### src/rtl/mem_arbiter_if.sv
// Request/grant bus for the two memory requesters plus the shared single-port memory bus.
// The arbiter uses the slave modport; requesters and memory sit on the master side.
interface mem_arbiter_if #(
    parameter int unsigned AWIDTH = 5,
    parameter int unsigned DWIDTH = 8
);
    logic              cpu_req;
    logic              cpu_we;
    logic [AWIDTH-1:0] cpu_addr;
    logic [DWIDTH-1:0] cpu_wdata;
    logic              cpu_gnt;
    logic              cpu_rvalid;
    logic [DWIDTH-1:0] cpu_rdata;
    logic              cpu_halted;

    logic              ext_req;
    logic              ext_we;
    logic [AWIDTH-1:0] ext_addr;
    logic [DWIDTH-1:0] ext_wdata;
    logic              ext_gnt;
    logic              ext_rvalid;
    logic [DWIDTH-1:0] ext_rdata;

    logic              mem_rd;
    logic              mem_wr;
    logic [AWIDTH-1:0] mem_addr;
    logic [DWIDTH-1:0] mem_wdata;
    logic [DWIDTH-1:0] mem_rdata;
    logic              busy;

    modport slave (
        input  cpu_req, cpu_we, cpu_addr, cpu_wdata, cpu_halted,
        input  ext_req, ext_we, ext_addr, ext_wdata,
        input  mem_rdata,
        output cpu_gnt, cpu_rvalid, cpu_rdata,
        output ext_gnt, ext_rvalid, ext_rdata,
        output mem_rd, mem_wr, mem_addr, mem_wdata, busy
    );

    modport master (
        output cpu_req, cpu_we, cpu_addr, cpu_wdata, cpu_halted,
        output ext_req, ext_we, ext_addr, ext_wdata,
        output mem_rdata,
        input  cpu_gnt, cpu_rvalid, cpu_rdata,
        input  ext_gnt, ext_rvalid, ext_rdata,
        input  mem_rd, mem_wr, mem_addr, mem_wdata, busy
    );
endinterface

### src/rtl/mem_arbiter.sv
// Round-robin arbiter sharing a single-port synchronous memory between the CPU and the loader.
// One-cycle grants; read data returns to the owning port the cycle after mem_rd.
module mem_arbiter #(
    parameter int unsigned AWIDTH = 5,
    parameter int unsigned DWIDTH = 8
) (
    input  logic          clk,
    input  logic          rst_,
    mem_arbiter_if.slave  io_bus
);
    typedef enum logic [1:0] {StIdle, StGCpu, StGExt} state_e;

    state_e            r_state;
    state_e            w_state_next;
    logic              r_last_ext;
    logic              r_mem_rd;
    logic              r_mem_wr;
    logic [AWIDTH-1:0] r_mem_addr;
    logic [DWIDTH-1:0] r_mem_wdata;
    logic              r_rd_pending;
    logic              r_rd_tag;      // read owner: 1 = loader
    logic [DWIDTH-1:0] r_cpu_rdata;
    logic [DWIDTH-1:0] r_ext_rdata;

    logic w_cpu_elig;
    logic w_ext_elig;
    logic w_cpu_gnt;
    logic w_ext_gnt;
    logic w_cpu_rvalid;
    logic w_ext_rvalid;

    always_ff @(posedge clk or negedge rst_) begin
        if (!rst_) begin
            r_state <= StIdle;
        end else begin
            r_state <= w_state_next;
        end
    end

    // A port in its own grant cycle sits out, so alternating ports can go back-to-back.
    always_comb begin
        w_cpu_elig   = io_bus.cpu_req & ~io_bus.cpu_halted & ~w_cpu_gnt;
        w_ext_elig   = io_bus.ext_req & ~w_ext_gnt;
        w_state_next = StIdle;
        if (w_cpu_elig && w_ext_elig) begin
            w_state_next = r_last_ext ? StGCpu : StGExt;
        end else if (w_cpu_elig) begin
            w_state_next = StGCpu;
        end else if (w_ext_elig) begin
            w_state_next = StGExt;
        end
    end

    always_comb begin
        w_cpu_gnt    = (r_state == StGCpu);
        w_ext_gnt    = (r_state == StGExt);
        w_cpu_rvalid = r_rd_pending & ~r_rd_tag;
        w_ext_rvalid = r_rd_pending & r_rd_tag;
    end

    always_ff @(posedge clk or negedge rst_) begin
        if (!rst_) begin
            r_last_ext   <= 1'b1;
            r_mem_rd     <= 1'b0;
            r_mem_wr     <= 1'b0;
            r_mem_addr   <= '0;
            r_mem_wdata  <= '0;
            r_rd_pending <= 1'b0;
            r_rd_tag     <= 1'b0;
            r_cpu_rdata  <= '0;
            r_ext_rdata  <= '0;
        end else begin
            r_rd_pending <= r_mem_rd;
            r_rd_tag     <= w_ext_gnt;
            if (w_cpu_rvalid) begin
                r_cpu_rdata <= io_bus.mem_rdata;
            end
            if (w_ext_rvalid) begin
                r_ext_rdata <= io_bus.mem_rdata;
            end
            r_mem_rd <= 1'b0;
            r_mem_wr <= 1'b0;
            unique case (w_state_next)
                StGCpu: begin
                    r_last_ext  <= 1'b0;
                    r_mem_addr  <= io_bus.cpu_addr;
                    r_mem_wdata <= io_bus.cpu_wdata;
                    r_mem_wr    <= io_bus.cpu_we;
                    r_mem_rd    <= ~io_bus.cpu_we;
                end
                StGExt: begin
                    r_last_ext  <= 1'b1;
                    r_mem_addr  <= io_bus.ext_addr;
                    r_mem_wdata <= io_bus.ext_wdata;
                    r_mem_wr    <= io_bus.ext_we;
                    r_mem_rd    <= ~io_bus.ext_we;
                end
                default: begin
                end
            endcase
        end
    end

    assign io_bus.cpu_gnt    = w_cpu_gnt;
    assign io_bus.ext_gnt    = w_ext_gnt;
    assign io_bus.cpu_rvalid = w_cpu_rvalid;
    assign io_bus.ext_rvalid = w_ext_rvalid;
    // Returned data is passed straight through in the rvalid cycle, then held.
    assign io_bus.cpu_rdata  = w_cpu_rvalid ? io_bus.mem_rdata : r_cpu_rdata;
    assign io_bus.ext_rdata  = w_ext_rvalid ? io_bus.mem_rdata : r_ext_rdata;
    assign io_bus.mem_rd     = r_mem_rd;
    assign io_bus.mem_wr     = r_mem_wr;
    assign io_bus.mem_addr   = r_mem_addr;
    assign io_bus.mem_wdata  = r_mem_wdata;
    assign io_bus.busy       = r_mem_rd | r_mem_wr;
endmodule

### src/flat_wrapper.sv
// flat-port wrapper written by rule: the top's interface ports become plain ports
module mem_arbiter_flat 
#(
    parameter int unsigned AWIDTH = 5,
    parameter int unsigned DWIDTH = 8
)
  (clk, rst_, io_bus_cpu_req, io_bus_cpu_we, io_bus_cpu_addr, io_bus_cpu_wdata, io_bus_cpu_halted, io_bus_ext_req, io_bus_ext_we, io_bus_ext_addr, io_bus_ext_wdata, io_bus_mem_rdata, io_bus_cpu_gnt, io_bus_cpu_rvalid, io_bus_cpu_rdata, io_bus_ext_gnt, io_bus_ext_rvalid, io_bus_ext_rdata, io_bus_mem_rd, io_bus_mem_wr, io_bus_mem_addr, io_bus_mem_wdata, io_bus_busy);
  mem_arbiter_if #(.AWIDTH(AWIDTH), .DWIDTH(DWIDTH)) io_bus_i ();
  input  logic clk;
  input  logic rst_;
  input wire logic [$bits(io_bus_i.cpu_req)-1:0] io_bus_cpu_req;
  input wire logic [$bits(io_bus_i.cpu_we)-1:0] io_bus_cpu_we;
  input wire logic [$bits(io_bus_i.cpu_addr)-1:0] io_bus_cpu_addr;
  input wire logic [$bits(io_bus_i.cpu_wdata)-1:0] io_bus_cpu_wdata;
  input wire logic [$bits(io_bus_i.cpu_halted)-1:0] io_bus_cpu_halted;
  input wire logic [$bits(io_bus_i.ext_req)-1:0] io_bus_ext_req;
  input wire logic [$bits(io_bus_i.ext_we)-1:0] io_bus_ext_we;
  input wire logic [$bits(io_bus_i.ext_addr)-1:0] io_bus_ext_addr;
  input wire logic [$bits(io_bus_i.ext_wdata)-1:0] io_bus_ext_wdata;
  input wire logic [$bits(io_bus_i.mem_rdata)-1:0] io_bus_mem_rdata;
  output wire logic [$bits(io_bus_i.cpu_gnt)-1:0] io_bus_cpu_gnt;
  output wire logic [$bits(io_bus_i.cpu_rvalid)-1:0] io_bus_cpu_rvalid;
  output wire logic [$bits(io_bus_i.cpu_rdata)-1:0] io_bus_cpu_rdata;
  output wire logic [$bits(io_bus_i.ext_gnt)-1:0] io_bus_ext_gnt;
  output wire logic [$bits(io_bus_i.ext_rvalid)-1:0] io_bus_ext_rvalid;
  output wire logic [$bits(io_bus_i.ext_rdata)-1:0] io_bus_ext_rdata;
  output wire logic [$bits(io_bus_i.mem_rd)-1:0] io_bus_mem_rd;
  output wire logic [$bits(io_bus_i.mem_wr)-1:0] io_bus_mem_wr;
  output wire logic [$bits(io_bus_i.mem_addr)-1:0] io_bus_mem_addr;
  output wire logic [$bits(io_bus_i.mem_wdata)-1:0] io_bus_mem_wdata;
  output wire logic [$bits(io_bus_i.busy)-1:0] io_bus_busy;
  assign io_bus_i.cpu_req = io_bus_cpu_req;
  assign io_bus_i.cpu_we = io_bus_cpu_we;
  assign io_bus_i.cpu_addr = io_bus_cpu_addr;
  assign io_bus_i.cpu_wdata = io_bus_cpu_wdata;
  assign io_bus_i.cpu_halted = io_bus_cpu_halted;
  assign io_bus_i.ext_req = io_bus_ext_req;
  assign io_bus_i.ext_we = io_bus_ext_we;
  assign io_bus_i.ext_addr = io_bus_ext_addr;
  assign io_bus_i.ext_wdata = io_bus_ext_wdata;
  assign io_bus_i.mem_rdata = io_bus_mem_rdata;
  assign io_bus_cpu_gnt = io_bus_i.cpu_gnt;
  assign io_bus_cpu_rvalid = io_bus_i.cpu_rvalid;
  assign io_bus_cpu_rdata = io_bus_i.cpu_rdata;
  assign io_bus_ext_gnt = io_bus_i.ext_gnt;
  assign io_bus_ext_rvalid = io_bus_i.ext_rvalid;
  assign io_bus_ext_rdata = io_bus_i.ext_rdata;
  assign io_bus_mem_rd = io_bus_i.mem_rd;
  assign io_bus_mem_wr = io_bus_i.mem_wr;
  assign io_bus_mem_addr = io_bus_i.mem_addr;
  assign io_bus_mem_wdata = io_bus_i.mem_wdata;
  assign io_bus_busy = io_bus_i.busy;
  mem_arbiter #(.AWIDTH(AWIDTH), .DWIDTH(DWIDTH)) u_core (.clk(clk), .rst_(rst_), .io_bus(io_bus_i));
endmodule
### config.mk
export PLATFORM = sky130hd
export DESIGN_NAME = mem_arbiter_flat
export DESIGN_NICKNAME = d
export VERILOG_FILES = /design/src/rtl/mem_arbiter_if.sv /design/src/rtl/mem_arbiter.sv /design/src/flat_wrapper.sv
export SDC_FILE = /design/constraint.sdc
export NUM_CORES = 1
export LEC_CHECK = 0
export ABC_AREA = 1
export CAP_MARGIN = 5
export CELL_PAD_IN_SITES_DETAIL_PLACEMENT = 1
export CELL_PAD_IN_SITES_GLOBAL_PLACEMENT = 1
export CORE_AREA = 2 2 76 78
export CTS_CLUSTER_DIAMETER = 80
export DETAILED_ROUTE_END_ITERATION = 10
export DIE_AREA = 0 0 78 80
export GPL_TIMING_DRIVEN = 1
export PLACE_DENSITY = 0.94
export RECOVER_POWER = 100
export SLEW_MARGIN = 10
export SYNTH_ARGS = -nofsm -noshare
export SYNTH_HDL_FRONTEND = slang
export SYNTH_SLANG_ARGS = --single-unit
export TNS_END_PERCENT = 100
### constraint.sdc
create_clock -name clk -period 3.5 [get_ports clk]
set_input_delay 0.525 -clock clk [delete_from_list [all_inputs] [get_ports clk]]
set_output_delay 0.525 -clock clk [all_outputs]
set_load 0.1 [all_outputs]
## Word level (Yosys, flattened, before mapping)

Index checks and enable logic that the tools add are counted.

| word-level totals | value |
|---|---|
| word-level logic and storage cells | 39 |
| register bits after elaboration | 36 |

| operators by class | value |
|---|---|
| equality and inequality tests | 4 |
| muxes and demuxes | 11 |
| bitwise gates (word level) | 12 |
| reductions and logical operators | 2 |

Operators by type and width:

| operator | number |
|---|---|
| $mux 8 | 2 |
| $pmux 8 s2 | 1 |
| $pmux 5 s2 | 1 |
| $mux 2 | 4 |
| $not 1->1 | 6 |
| $pmux 1 s2 | 3 |
| $and 1x1->1 | 5 |
| $eq 2x1->1 const B | 2 |
| $eq 2x2->1 const B | 2 |
| $reduce_bool 2->1 | 1 |
| $logic_and 1x1->1 | 1 |
| $or 1x1->1 | 1 |

## Longest topological paths before layout

| logic depth | value |
|---|---|
| word-level depth | 8 |
| gate-level depth with buffers | 11 |

## Least setup slack after synthesis

No wires, ideal clock.

| timing path | value |
|---|---|
| kind | register to output |
| start | register u_core.r_rd_tag |
| end | output port io_bus_cpu_rdata[0] |
| data required time | 2.975 ns |
| buffers on the path | 1 |
| setup slack | 0.114 ns |
| data arrival time | 2.861 ns |
| cell stages (with the launch flop) | 5 |
| path through | dfrtp_1 -> inv_1 -> nand2_1 -> buf_2 -> o21ai_0 |

| between the ends | value |
|---|---|
| cells in the longest elaborated chain, start to end | 3 |

Ends and longest elaborated chain:

| element | line | RTL |
|---|---|---|
| from (decl) | mem_arbiter.sv:21 | `logic r_rd_tag;` |
| from (signal assigned) | mem_arbiter.sv:74 | `r_rd_tag <= w_ext_gnt;` |
| $not 1->1 | mem_arbiter.sv:57 | `w_cpu_rvalid = r_rd_pending & ~r_rd_tag;` |
| $and 1x1->1 | mem_arbiter.sv:57 |  |
| $mux 8 | mem_arbiter.sv:109 | `assign io_bus.cpu_rdata = w_cpu_rvalid ? io_bus.mem_rdata : r_cpu_rdata;` |
| to (decl) | flat_wrapper.sv:23 | `output wire logic [$bits(io_bus_i.cpu_rdata)-1:0] io_bus_cpu_rdata;` |

Every way passes these cells.

## Final worst setup path

| timing path | value |
|---|---|
| start | register u_core.r_rd_tag |
| end | output port io_bus_ext_rdata[2] |

| between the ends | value |
|---|---|
| cells in the longest elaborated chain, start to end | 2 |

Ends and longest elaborated chain:

| element | line | RTL |
|---|---|---|
| $and 1x1->1 | mem_arbiter.sv:58 | `w_ext_rvalid = r_rd_pending & r_rd_tag;` |
| $mux 8 | -- |  |
| to (decl) | flat_wrapper.sv:26 | `output wire logic [$bits(io_bus_i.ext_rdata)-1:0] io_bus_ext_rdata;` |

Every way passes these cells.

==> results by group <==
Timing
  – Setup violators final: 0
  – Worst-Margin Slew: between 1.5 and 2 ns
  – Endpoints failing hold: 0
  – Max-slew violations: 37
  – Final min period: 2.82 ns
  – RSZ-0062 raised after global routing: false
  – Fin crit share: between 80% and 90%
  – Fmax: around 360 MHz
  – Max Clock Skew: 0.00342 ns
  – Slew headroom: -26.2%
  – Final TNS setup: 0 ns

Place
  – Cells after DPL: 340
  – Post-DP HPWL: ~3300 um
  – Port-buffer cells: 76
  – Final GP Congestion: between 0.7 and 0.8

Clock tree
  – Max clock buf depth: 2
  – CTS resizes: 0
  – Worst-Skew Late Latency: about 0.28 ns
  – CTS Sinks: 36
  – Max H-tree Level: 2
  – Clock transition at the registers of the reported paths: ~0.07 ns
  – Post-CTS Setup Repair Bufs: 0
  – CTS buffer count: 5
  – Hold-fix buffers at CTS: 0
  – Clock root cell: clkbuf_8
  – CTS tree: built

Finish
  – Number of diodes: 0
  – Non-Filler Instances: roughly 350
  – Area Growth Syn to Fin: 47.4%
  – Fraction of layout cells with a size suffix above 1: about 6%
  – Total Nets Final: about 320

Run
  – Max-cap check violation count: 1

Status
  – Failing checks: capacitance limit, slew limit
  – Status: finished, violations left

Die
  – Num rows: 27
  – Core ar.: between 5000 and 6000 sq um
  – Boundary Pins: just under 80
  – Die area: 6240 sq um
  – Initial Utilization: between 30% and 40%
  – DIE WIDTH: 78 um
  – Die H: about 80 um

Drt
  – Vias post-DR: 1521
  – Avg WL per Cell: 12.3 um
  – Vias/cell: about 4.4
  – Final WL: approximately 4300 um
  – Final antenna-violating net count: 0
  – Initial DRT Pass Iterations: 4
  – # DRC: 0
  – Initial DRC count: 34

Logic synthesis
  – Synth area leader: dfrtp_1
  – Synth top area cells: dfrtp_1, nand2_1, inv_1
  – Synth Warn #: 0
  – Top-area cell type share of the netlist area: a little over half
  – Yosys reg bits: 36
  – Syn_area_per_cell: 8.25 sq um
  – Synth Net Count: approximately 240
  – Cell count after synthesis: 199
  – Register area share after synthesis: about 55%
  – Synthesized cell area: around 1600 sq um
  – Post-synthesis cell type count: 18

Critical path
  – Critical-path cell list: nand2_1 > o21ai_0 > clkbuf_1
  – CP Launch Type: register
  – CP arrival: around 2.3 ns
  – Slowest CP cell: clkbuf_1
  – Crit path max fanout: 17
  – CP Capture Type: output pin
  – Setup CP Type: register to output pin
  – CP Data Required Time: 2.97 ns
  – Peak per-stage delay on the critical path: around 0.91 ns
  – Register-to-register setup slack: 1.38 ns

GRT
  – Largest net degree at the start of global routing: 37
  – Initial antenna violation count: 0
  – Vias in the first global route: 1616
  – GR Overflow Total: 0
  – First-pass GRT wire length: around 7300 um
  – Gr usage total: 14.7%

Worst hold path
  – Hold Crit Class: register to register
==> sequential cells by signal, summed over array words and instances (netlist names) <==
name                     count
u_core.io_bus.mem_wdata      8
u_core.r_last_ext            1
u_core.r_cpu_rdata           8
u_core.r_ext_rdata           8
u_core.io_bus.mem_wr         1
u_core.io_bus.mem_addr       5
u_core.r_rd_pending          1
u_core.r_state               2
u_core.io_bus.mem_rd         1
u_core.r_rd_tag              1
==> critical path: cells and delay by family, from the launching register on <==
| family | cells | cell delay, ns |
|---|---|---|
| buf+inv | 1 | 0.91 |
| simple gates | 1 | 0.31 |
| flops | 1 | 0.34 |
| compound gates | 1 | 0.45 |
==> layer usage <==
layer	global-route usage [%]	vias to the layer above	wire, um
met5	0	-	0
met4	3.16	0	34
met3	5.32	5	361
met2	27.3	60	2140
met1	16.0	708	1740
li1	-	748	-
==> stage by stage <==
| stage | setup WS [ns] | area, sq um | util [%] | hold slack, ns |
|---|---|---|---|---|
| floorplan | 0.114 | 1640 | - | 0.229 |
| global placement | 1.04 | 2390 | 44.2 | 0.409 |
| detailed placement | 0.948 | 2390 | 44.2 | 0.407 |
| CTS | 0.929 | 2490 | 46.0 | 0.357 |
| global route | 0.528 | 2420 | 44.8 | 0.431 |
| finish | 0.683 | 2420 | 44.8 | 0.419 |
==> synthesized netlist by cell type <==
library cell / instances
nand2_1: 68
dfstp_2: 1
ha_1: 2
a21oi_1: 2
inv_2: 1
or2_1: 1
inv_1: 32
buf_2: 4
nor2_1: 3
nand3b_1: 1
buf_8: 1
nand3_1: 15
buf_4: 1
dfrtp_1: 35
or2_0: 4
o21ai_0: 18
or2_2: 9
buf_6: 1
==> cells in the final DEF (no fill, tap or decap), types with 2 or more instances in the layout <==
cell / netlist / routed
ha_1: 2 / 2
dfrtp_1: 35 / 35
nand3_1: 15 / 15
nor2_1: 3 / 3
o21ai_0: 18 / 18
or2_2: 9 / 9
clkdlybuf4s50_1: 0 / 38
inv_1: 32 / 33
nand2_1: 68 / 68
dlygate4sd3_1: 0 / 19
clkbuf_8: 0 / 7
a21oi_1: 2 / 2
or2_0: 4 / 4
clkbuf_1: 0 / 20
==> logic make-up after synthesis <==
kind of cell / share of synthesized area [%]
AOI/OAI and AO/OA: 6.10
adders and majority gates: 1.52
buffers and inverters: 10.8
DFF: 55.0
and+or+nand+nor: 26.6
==> cell type report <==
class	instances	area, sq um
Clock buffer	8	100
Fill cell	690	2990
Inverter	33	124
Multi-Input combinational cell	123	562
Sequential cell	36	902
Tap cell	72	90.1
Timing Repair Buffer	76	642
==> worst paths after layout <==
path / from / endpoint / cells past startpoint
hold reg to reg: u_core.io_bus.mem_rd / u_core.r_rd_pending / 0
min in group asynchronous: rst_ / u_core.r_cpu_rdata[5] / 1
setup reg to reg: u_core.r_state[1] / u_core.io_bus.mem_rd / 8
setup / recovery: u_core.r_rd_tag / io_bus_ext_rdata[2] / 3
max in group asynchronous: rst_ / u_core.r_rd_tag / 1
hold / removal: u_core.io_bus.mem_rd / u_core.r_rd_pending / 0
Power is not shown: default switching activity piles up to over one toggle a cycle in this logic, so the estimate is an artifact.
